## src/rtl/spi_master_out.sv

```systemverilog
// Write-only SPI master for a serial DAC: frames one word with active-low sync and shifts it out on mosi under a divided sclk.
// Define SPI_MASTER_O_LSB_FIRST_EN to shift LSB first; by default the word goes out MSB first.
module spi_master_out #(
  parameter int DATA_WIDTH = 8,
  parameter int CLK_DIV    = 2
) (
  input  logic                  clk_i,
  input  logic                  arst_i,
  input  logic [DATA_WIDTH-1:0] data_i,
  input  logic                  wre_i,
  output logic                  rdy,
  output logic                  mosi,
  output logic                  sclk,
  output logic                  sync
);

  localparam int BW = $clog2(DATA_WIDTH + 1);
  localparam int PW = $clog2(CLK_DIV + 1);
  localparam logic [BW-1:0] BIT_LAST = BW'(DATA_WIDTH - 1);
  localparam logic [PW-1:0] PH_LAST  = PW'(CLK_DIV - 1);
`ifdef SPI_MASTER_O_LSB_FIRST_EN
  localparam int FIRST = 0;
`else
  localparam int FIRST = DATA_WIDTH - 1;
`endif

  typedef enum logic [1:0] {IDLE, SHIFT, TRAIL, GAP} state_t;

  state_t                state, state_d;
  logic [DATA_WIDTH-1:0] shreg, shreg_d, shifted;
  logic [BW-1:0]         bit_cnt, bit_cnt_d;
  logic [PW-1:0]         phase_cnt, phase_cnt_d;
  logic                  rdy_d, mosi_d, sclk_d, sync_d;
  logic                  phase_end;

  assign phase_end = (phase_cnt == PH_LAST);

  always_ff @(posedge clk_i) begin
    if (arst_i) begin
      state     <= IDLE;
      shreg     <= '0;
      bit_cnt   <= '0;
      phase_cnt <= '0;
      rdy       <= 1'b1;
      sync      <= 1'b1;
      sclk      <= 1'b1;
      mosi      <= 1'b0;
    end else begin
      state     <= state_d;
      shreg     <= shreg_d;
      bit_cnt   <= bit_cnt_d;
      phase_cnt <= phase_cnt_d;
      rdy       <= rdy_d;
      sync      <= sync_d;
      sclk      <= sclk_d;
      mosi      <= mosi_d;
    end
  end

  // Every output is computed here one cycle ahead and registered, so no input reaches a pin combinationally.
  always_comb begin
    state_d     = state;
    shreg_d     = shreg;
    bit_cnt_d   = bit_cnt;
    phase_cnt_d = phase_cnt;
    rdy_d       = rdy;
    sync_d      = sync;
    sclk_d      = sclk;
    mosi_d      = mosi;
`ifdef SPI_MASTER_O_LSB_FIRST_EN
    shifted     = shreg >> 1;
`else
    shifted     = shreg << 1;
`endif
    case (state)
      IDLE: begin
        if (wre_i) begin
          shreg_d     = data_i;
          bit_cnt_d   = '0;
          phase_cnt_d = '0;
          rdy_d       = 1'b0;
          sync_d      = 1'b0;
          sclk_d      = 1'b1;
          mosi_d      = data_i[FIRST];
          state_d     = SHIFT;
        end
      end
      SHIFT: begin
        if (phase_end) begin
          phase_cnt_d = '0;
          if (sclk) begin
            sclk_d = 1'b0;
          end else begin
            // mosi only moves on the rising edge, keeping it stable across the DAC's falling-edge sample.
            sclk_d = 1'b1;
            if (bit_cnt == BIT_LAST) begin
              state_d = TRAIL;
            end else begin
              bit_cnt_d = bit_cnt + 1'b1;
              shreg_d   = shifted;
              mosi_d    = shifted[FIRST];
            end
          end
        end else begin
          phase_cnt_d = phase_cnt + 1'b1;
        end
      end
      TRAIL: begin
        if (phase_end) begin
          phase_cnt_d = '0;
          sync_d      = 1'b1;
          mosi_d      = 1'b0;
          state_d     = GAP;
        end else begin
          phase_cnt_d = phase_cnt + 1'b1;
        end
      end
      GAP: begin
        if (phase_end) begin
          phase_cnt_d = '0;
          rdy_d       = 1'b1;
          state_d     = IDLE;
        end else begin
          phase_cnt_d = phase_cnt + 1'b1;
        end
      end
      default: state_d = IDLE;
    endcase
  end

endmodule

```

## config.mk

```make
export PLATFORM = sky130hd
export DESIGN_NAME = spi_master_out
export DESIGN_NICKNAME = d
export VERILOG_FILES = /design/src/rtl/spi_master_out.sv
export SDC_FILE = /design/constraint.sdc
export NUM_CORES = 1
export LEC_CHECK = 0
export ABC_CLOCK_PERIOD_IN_PS = 1800
export BUFFER_PORTS_ARGS = -buffer_cell sky130_fd_sc_hd__buf_2
export CORE_AREA = 2 2 49 51
export DETAILED_ROUTE_END_ITERATION = 6
export DIE_AREA = 0 0 51 53
export HOLD_SLACK_MARGIN = 0.06
export PLACE_DENSITY = 0.75
export SYNTH_ARGS = -nofsm -noshare
export SYNTH_HDL_FRONTEND = slang
export SYNTH_SLANG_ARGS = --single-unit
```

## constraint.sdc

```tcl
create_clock -name clk_i -period 1.8 [get_ports clk_i]
set_input_delay 0.36 -clock clk_i [delete_from_list [all_inputs] [get_ports clk_i]]
set_output_delay 0.36 -clock clk_i [all_outputs]
set_load 0.01 [all_outputs]
```

# [Word-level counts from Yosys, hierarchy flattened]
# Cells that the tools add are included.
[word_totals] out_inout_bits=4 register_bits=19 in_bits=11
[op_classes] muxes=34 n_eq_ne=12 n_reduce_logical=12 add_sub_neg=2
[op_table] op="7-bit two-way mux" n=4
[op_table] op="2-bit two-way mux" n=8
[op_table] op="4-bit two-way mux" n=4
[op_table] op="2-bit inequality test, second input constant" n=7
[op_table] op="7-bit one-hot mux with 2 select lines" n=1
[op_table] op="6-bit AND reduction" n=2
[op_table] op="1-bit two-way mux" n=10
[op_table] op="3-bit AND reduction" n=3
[op_table] op="2-bit one-hot mux with 4 select lines" n=1
[op_table] op="4-bit one-hot mux with 2 select lines" n=1
[op_table] op="1-bit one-hot mux with 2 select lines" n=3
[op_table] op="2-bit nonzero test" n=3
[op_table] op="5-bit AND reduction" n=1
[op_table] op="4-bit by 1-bit adder with 4-bit output, second input constant" n=1
[op_table] op="2-bit by 1-bit == test with 1-bit output, second input constant" n=2
[op_table] op="2-bit == test, second input constant" n=2
[op_table] op="4-bit by 3-bit == test with 1-bit output, second input constant" n=1
[op_table] op="2-bit one-hot mux with 2 select lines" n=1
[op_table] op="1-bit one-hot mux with 3 select lines" n=1
[op_table] op="3-bit nonzero test" n=1
[op_table] op="3-bit OR reduction" n=1
[op_table] op="2-bit by 1-bit adder with 2-bit output, second input constant" n=1
[op_table] op="2-bit zero test" n=1

# [Logic depth before layout (Yosys ltp)]
# Gate-level depths: netlist of the first run.
[logic_depth] word_depth=5 ltp_mapped=7

# [Worst setup path before layout of the first run]
# No wires, ideal clock.
[synth_path] path_type="register to register" start="reg state[0]" end="reg bit_cnt[0]" setup_slack_ns=0.101 synth_period_minus_slack_ns=1.699 path_buffers=0 stages_incl_launch_ff=7 required_ns=1.730 arrival_ns=1.628 path_cell_list="dfxtp_1 inv_1 ha_1 nor2b_4 a221o_1 or3_1 a21oi_1"
[synth_between] elab_chain_cells=3 elab_cells_between_ends=9
[synth_rtl] item="start: declaration" line="29" text="state_t state, state_d;"
[synth_rtl] item="start signal: assignment" line="49" text="state <= state_d;"
[synth_rtl] item="2-bit by 1-bit == test with 1-bit output / 2-bit zero test (equally long branches)" line="75" text="case (state)"
[synth_rtl] item="2-bit inequality test (no source line) / 2-bit nonzero test (equally long branches)"
[synth_rtl] item="5-bit AND reduction (no source line)"
[synth_rtl] item="end signal: assignment" line="51" text="bit_cnt <= bit_cnt_d;"
[synth_rtl] item="end: declaration" line="31" text="logic [BW-1:0] bit_cnt, bit_cnt_d;"
# Parallel ways exist; a longest one is shown, timed or not.
# A chain may end at the register's enable or synchronous reset.

# [Worst setup path in the final report of the first run]
[layout_path] start="reg state[1]" end="reg shreg[4]"
[layout_between] elab_chain_cells=3 elab_cells_between_ends=9
[layout_rtl] item="2-bit by 1-bit == test with 1-bit output / 2-bit zero test (equally long branches)" line="75"
[layout_rtl] item="2-bit inequality test (no source line) / 2-bit nonzero test (equally long branches)"
[layout_rtl] item="5-bit AND reduction (no source line)"
[layout_rtl] item="end signal: assignment" line="50" text="shreg <= shreg_d;"
[layout_rtl] item="end: declaration" line="30" text="logic [DATA_WIDTH-1:0] shreg, shreg_d, shifted;"
# Parallel ways exist; a longest one is shown, timed or not.

==> impl_metrics.csv, run 1 <==
group,metric,value,unit
pwr,pwr-share-seq,31.3,%
final_layout,num_antenna_cells,0,
timing,final-hold-violation-count,0,
drt,wire_per_inst,12.86,um
final_layout,n_fill_cell,179,
pwr,power_switching,827.7,uW
global_routing,grt_pass1_wl,3532,um
synth,yosysSeqAreaShare,36.80,%
critical_path,cp_common_cell,"buf_4",
synth,synth.yosys.warnings,0,
floorplanning,die_w,51,um
synth,synthFlopType,"dfxtp_1",
drt,routed-wl-met3,67,um
placed_design,dp_cells,157,
timing,min_period,1.759,ns
synth,synthCells,113,
global_routing,antenna_found_initial,0,
critical_path,crit_chain,"inv_1 > ha_1 > buf_4 > a31oi_2 > buf_4 > a21oi_1 > a211oi_1",
pwr,ir_drop,1.071,mV
drt,routed_wl,2134,um
global_routing,gr-usage-all-layers,17.56,%
pwr,p_total,2008,uW
final_layout,design_area,1254,um^2
clock_tree,clkLatencyLatePin,0.30,ns
final_layout,nets,156,
critical_path,worst-path-buf-inv,3,
clock_tree,htree_levels,1,
timing,fin_crit_sh,97.74,%
clock_tree,cts_tree,"done",
run,maxCapViolCount,0,
drt,drc,0,
placed_design,port-buffer-count,14,
final_layout,ff_latch_area,385.4,um^2
clock_tree,cts_buffers,3,
timing,drv_slew,0,
outcome,outcome,"completed",
synth,syn-num-nets,130,
final_layout,drive_gt1_share,28.99,%
placed_design,hpwl,1478,um
floorplanning,row_count,17,
clock_tree,root_buffer,"clkbuf_4",
critical_path,slowest_delay,0.36,ns
timing,clock-skew-final,0.002628,ns
drt,drt-pass1-iter-count,4,
floorplanning,ios,15,
clock_tree,ctsLongestPathBuffers,2,
synth,synthesis.area,1033,um^2
critical_path,cp.arrival,1.97,ns
final_layout,multi_input_area,636.9,um^2
synth,synth_top_area_share,36.80,%
worst_hold_path,hold_path_class,"primary input to flip-flop",
drt,m1WireLength,984,um
pwr,cellLeakagePower,0.0005213,uW
floorplanning,dieArea,2703,um^2
synth,synth_edf_count,0,
timing,setup_tns,0,ns
global_routing,grt_pass1_vias,805,
placed_design,place_area,1162,um^2
critical_path,cp_top_family,"compound AO/OA/AOI/OAI gates",
timing,setup_viol,0,
timing,clock.fmax,568.4,MHz
drt,vias,914,
critical_path,cp_slowest_cell,"dfxtp_2",
pwr,internal_power,1180,uW
pwr,power.density,1601,nW/um^2
synth,synthArstFlopShare,0,%
drt,detail_route.iter0.violations,21,
drt,drtAntennaViolNets,0,
final_layout,final_core_util,58.36,%
placed_design,gp_congestion,0.7903,
final_layout,syn_to_final_growth,21.31,%
pwr,p_clk_share,10.7,%
critical_path,required,2.01,ns
critical_path,path_class,"flip-flop to flip-flop",
global_routing,overflow,0,
synth,synth_area_leader_cell,"dfxtp_1",
critical_path,start_kind,"flip-flop",
final_layout,fin_cells,166,
synth,syn_avg_cell_area,9.146,um^2
drt,viasPerCell,5.506,
clock_tree,cts.sinks,19,
synth,synth_cell_types,34,
pwr,power_frac_comb,58.0,%
floorplanning,core-area,2148,um^2
global_routing,grt_max_degree,16,
clock_tree,cts_hold_buffers,0,
timing,slew_headroom,81.74,%
critical_path,path_max_fanout,10,
floorplanning,die_height,53,um
pwr,swShare,41.23,%
clock_tree,clkTransAtPathRegs,0.11,ns
synth,synth_seq_cells,19,
timing,worstMarginPinSlew,0.2731,ns
critical_path,end_kind,"flip-flop",
drt,highest_layer,"met4",
synth,synth_area_leaders,"dfxtp_1 37%, mux2i_1 8.7%, ha_1 7.3%",
drt,met2WireLength,1041,um
floorplanning,start_util,48.11,%
metal layers:
layer	vias up	global-route usage (%)
li1	469	-
met1	421	23.05
met2	19	27.06
met3	5	3.390
met4	0	9.459
met5	-	0
per-stage QoR:
step	setup WS (ns)	hold slack [ns]
finish	0.04073	0.3436
global route	-0.04292	0.3779
CTS	0.03496	0.3429
detailed placement	0.07418	0.4506
global placement	0.1329	0.4463
floorplan	0.1011	0.4374
power by group through the flow:
stage / registers (uW) / clock network (uW) / logic (uW)
finish: 629 / 215 / 1160
detailed placement: 629 / 0 / 994
global route: 646 / 244 / 1290
CTS: 621 / 224 / 1010
floorplan: 626 / 0 / 744
global placement: 623 / 0 / 976
logic make-up (layout without fill, tap and decap cells):
group	Yosys count	after routing	synth area share, %
AOI/OAI and AO/OA	37	37	24.82
and+or+nand+nor	32	32	17.43
DFF	19	19	36.80
muxes	10	10	9.807
buffers and inverters	9	34	3.874
adders and majority gates	6	6	7.264
flip-flops by register name (all words and copies together), names as in the netlist:
| register | flops |
|---|---|
| bit_cnt | 4 |
| rdy | 1 |
| state | 2 |
| phase_cnt | 2 |
| sync | 1 |
| sclk | 1 |
| mosi | 1 |
| shreg | 7 |
synth_stat cells, types with 2 or more instances:
cell type and number:
buf_2 2, nand2_1 7, nor2b_1 2, nand3_1 6
nor2_1 6, a211oi_1 8, mux2i_1 9, ha_1 6
nand2b_1 2, o21ai_0 7, inv_1 5, a21oi_1 13
dfxtp_1 19
path summary, 6_finish.rpt:
kind	slack [ns]	to	depth (start not counted)	from
setup / recovery	0.04	shreg[4]$_SDFFE_PP0P_	7	state[1]$_SDFFE_PP0P_
hold reg to reg	0.46	phase_cnt[1]$_SDFFE_PP0N_	1	phase_cnt[1]$_SDFFE_PP0N_
hold / removal	0.34	shreg[0]$_SDFFE_PP0P_	3	data_i[0]
setup reg to reg	0.04	shreg[4]$_SDFFE_PP0P_	7	state[1]$_SDFFE_PP0P_
worst min-delay path, cell delays in order:
cell,delay [ns]
buf_2,0.10
nand4b_1,0.08
a21oi_1,0.07
final cells by class:
type / instances / share of cell area, %
flip-flops and latches: 19 / 30.74
clock inverters: 1 / 0.3992
multi-input cells: 85 / 50.80
clock buffers: 3 / 1.796
well taps: 28 / 2.794
inverters: 5 / 1.497
repair buffers: 25 / 11.98
cells in the final DEF (no fill, tap or decap), types with 2 or more instances in the layout:
cell	synthesis	routed
dfxtp_1	19	17
buf_2	2	15
a21oi_1	13	13
buf_4	1	10
mux2i_1	9	9
o21ai_0	7	7
a211oi_1	8	7
nand2_1	7	7
nor2_1	6	6
nand3_1	6	6
inv_1	5	5
ha_1	6	5
clkbuf_4	0	3
nand2b_1	2	2
nor2b_1	2	2
repair_timing:
item                                    CTS  global route
resized for setup                         0             8
buffers inserted                          0             4
endpoints found under the setup margin    0            12
No activity file was read; power rests on OpenSTA's default activity.
==> inputs of run 2 (changes only) <==
CELL_PAD_IN_SITES_DETAIL_PLACEMENT = 0   (was not set)
CELL_PAD_IN_SITES_GLOBAL_PLACEMENT = 1   (was not set)
CORE_AREA = 2 2 56 58   (was 2 2 49 51)
DIE_AREA = 0 0 58 60   (was 0 0 51 53)
==> run 2 against run 1 <==
  * Worst setup slack better by 0.051 ns
  * Sequential share of layout area up 0.10 points
  * First-iteration DRC count up 43%
  * Design area down 1.3%
  * Die area up 29%
  * Maximum frequency up 3.0%
  * Register-to-register slack better by 0.05 ns
  * Non-clock buffer count down 4
==> impl_metrics.csv, run 2 (synthesized netlist as in run 1, its figures left out) <==
group,metric,value,unit
final_layout,syn_to_final_growth,19.73,%
timing,setup_ws,0.09149,ns
global_routing,antenna_found_initial,0,
timing,rsz0062_at_grt,"false",
drt,drt-pass1-iter-count,4,
critical_path,cp_top_family,"simple AND/OR/NAND/NOR gates",
drt,routed_wl,2310,um
timing,setup_viol,0,
pwr,cellLeakagePower,0.0005050,uW
clock_tree,clkTransAtPathRegs,0.13,ns
floorplanning,die_w,58,um
placed_design,hpwl,1613,um
critical_path,r2r_setup_slack,0.09,ns
critical_path,cp.arrival,1.90,ns
critical_path,cp.depth,6,
timing,final-hold-violation-count,0,
critical_path,worst-path-buf-inv,1,
drt,drc,0,
final_layout,top_register,"shreg",
worst_hold_path,hold_path_class,"primary input to flip-flop",
final_layout,largest_register_ffs,7,
timing,clock.fmax,585.3,MHz
outcome,outcome,"completed",
critical_path,start_kind,"flip-flop",
final_layout,fin_cells,167,
final_layout,largestRegisters,"shreg x7, bit_cnt x4",
final_layout,drive_gt1_share,25.37,%
drt,wire_per_inst,13.83,um
global_routing,overflow,0,
placed_design,dp_slack,0.03205,ns
final_layout,nets,152,
floorplanning,start_util,35.60,%
critical_path,crit_chain,"inv_1 > ha_1 > nor2b_4 > a221o_1 > nor2_2 > a211oi_1",
pwr,internal_power,1134,uW
final_layout,final_common_cell,"dfxtp_1",
pwr,p_clk_share,12.0,%
global_routing,gr-usage-all-layers,14.33,%
final_layout,design_area,1237,um^2
final_layout,num_antenna_cells,0,
drt,detail_route.iter0.violations,30,
critical_path,slowest_delay,0.39,ns
global_routing,grt_max_degree,16,
clock_tree,clkLatencyLatePin,0.31,ns
global_routing,grt_pass1_wl,3795,um
floorplanning,row_count,20,
clock_tree,root_buffer,"clkbuf_4",
floorplanning,die_height,60,um
clock_tree,htree_levels,1,
pwr,power_switching,840.1,uW
critical_path,startpoint,"state[0]$_SDFFE_PP0P_",
final_layout,final_cell_mix,"18 x dfxtp_1, 15 x buf_2, 13 x a21oi_1, 9 x mux2i_1, 8 x a211oi_1",
placed_design,dp_cells,162,
critical_path,rr_endpoint,"shreg[1]$_SDFFE_PP0P_",
run,maxCapViolCount,0,
floorplanning,dieArea,3480,um^2
critical_path,r2r-start,"state[0]$_SDFFE_PP0P_",
pwr,power_frac_comb,56.6,%
clock_tree,cts_tree,"done",
clock_tree,cts_buffers,3,
critical_path,end_kind,"flip-flop",
timing,setup_tns,0,ns
clock_tree,ctsLongestPathBuffers,2,
placed_design,port-buffer-count,14,
timing,clock-skew-final,0.005362,ns
critical_path,required,2.00,ns
pwr,swShare,42.57,%
placed_design,place_area,1181,um^2
pwr,power.density,1595,nW/um^2
timing,min_period,1.709,ns
critical_path,crit_path_end,"shreg[1]$_SDFFE_PP0P_",
critical_path,cp_slowest_cell,"dfxtp_2",
timing,slew_headroom,77.86,%
clock_tree,post_cts_buffers,0,
critical_path,path_class,"flip-flop to flip-flop",
timing,worstMarginPinSlew,0.3317,ns
global_routing,grt_pass1_vias,857,
timing,fin_crit_sh,94.92,%
floorplanning,ios,15,
drt,vias,911,
critical_path,path_max_fanout,7,
clock_tree,cts.sinks,19,
pwr,pwr-share-seq,31.3,%
placed_design,gp_congestion,0.7465,
drt,drtAntennaViolNets,0,
timing,drv_slew,0,
floorplanning,core-area,2903,um^2
critical_path,r2r_cells,6,
drt,viasPerCell,5.455,
pwr,ir_drop,0.5937,mV
## run 2: cell types whose count changed in the layout (fill, tap and decap cells not counted), sizes merged
| cell | change |
|---|---|
| buf | -4 |
## run 2: layout make-up
class	count	area (um^2)
multi-input combinational	85	635.6
timing repair buffer	21	132.6
sequential	19	381.6
clock inverter	1	5.005
inverter	5	18.77
fill	285	1665
tap	33	41.29
clock buffer	3	22.52
## run 2: worst min-delay path by stage
stage,slack [ns],to,cells after the start,from
2_1_floorplan,0.44,phase_cnt[1]$_SDFFE_PP0N_,1,phase_cnt[1]$_SDFFE_PP0N_
3_3_place_gp,0.45,phase_cnt[1]$_SDFFE_PP0N_,1,phase_cnt[1]$_SDFFE_PP0N_
3_5_place_dp,0.45,phase_cnt[1]$_SDFFE_PP0N_,1,phase_cnt[1]$_SDFFE_PP0N_
4_1_cts,0.32,shreg[0]$_SDFFE_PP0P_,3,data_i[0]
5_1_grt,0.33,shreg[0]$_SDFFE_PP0P_,3,data_i[0]
6_report,0.32,shreg[0]$_SDFFE_PP0P_,3,data_i[0]
## run 2: metal layers
layer / wire, um / part of all wire, % / up-vias / GRT usage [%]
met2: 1064 / 46 / 16 / 22.89
met3: 71 / 3.1 / 4 / 2.165
met4: 38 / 1.6 / 0 / 7.973
li1: - / - / 461 / -
met5: 0 / 0 / - / 0
met1: 1135 / 49 / 430 / 18.52
## run 2: per-stage QoR
stage	hold slack [ns]	util (%)	power, uW
final	0.3154	42.63	1974
after global routing	0.3317	42.63	2116
after floorplan	0.4374	-	1369
after detailed placement	0.4506	40.69	1672
after global placement	0.4472	40.69	1646
after CTS	0.3167	41.64	1902
## run 2: worst min-delay path, cell delays in order
cell	delay, ns
buf_2	0.10
nand4b_1	0.07
a21oi_1	0.06
## run 2: repair_timing
| item | 4_1_cts | 5_1_grt |
|---|---|---|
| hold buffers | 0 | 0 |
| resized for setup | 0 | 5 |
| setup endpoints to repair | 0 | 12 |
## run 2: power groups by stage
stage	Clock, uW	Combinational, uW	Sequential, uW
3_5_place_dp	0	1050	625
4_1_cts	237	1050	615
5_1_grt	252	1230	636
2_1_floorplan	0	744	626
3_3_place_gp	0	1030	618
6_report	238	1120	618
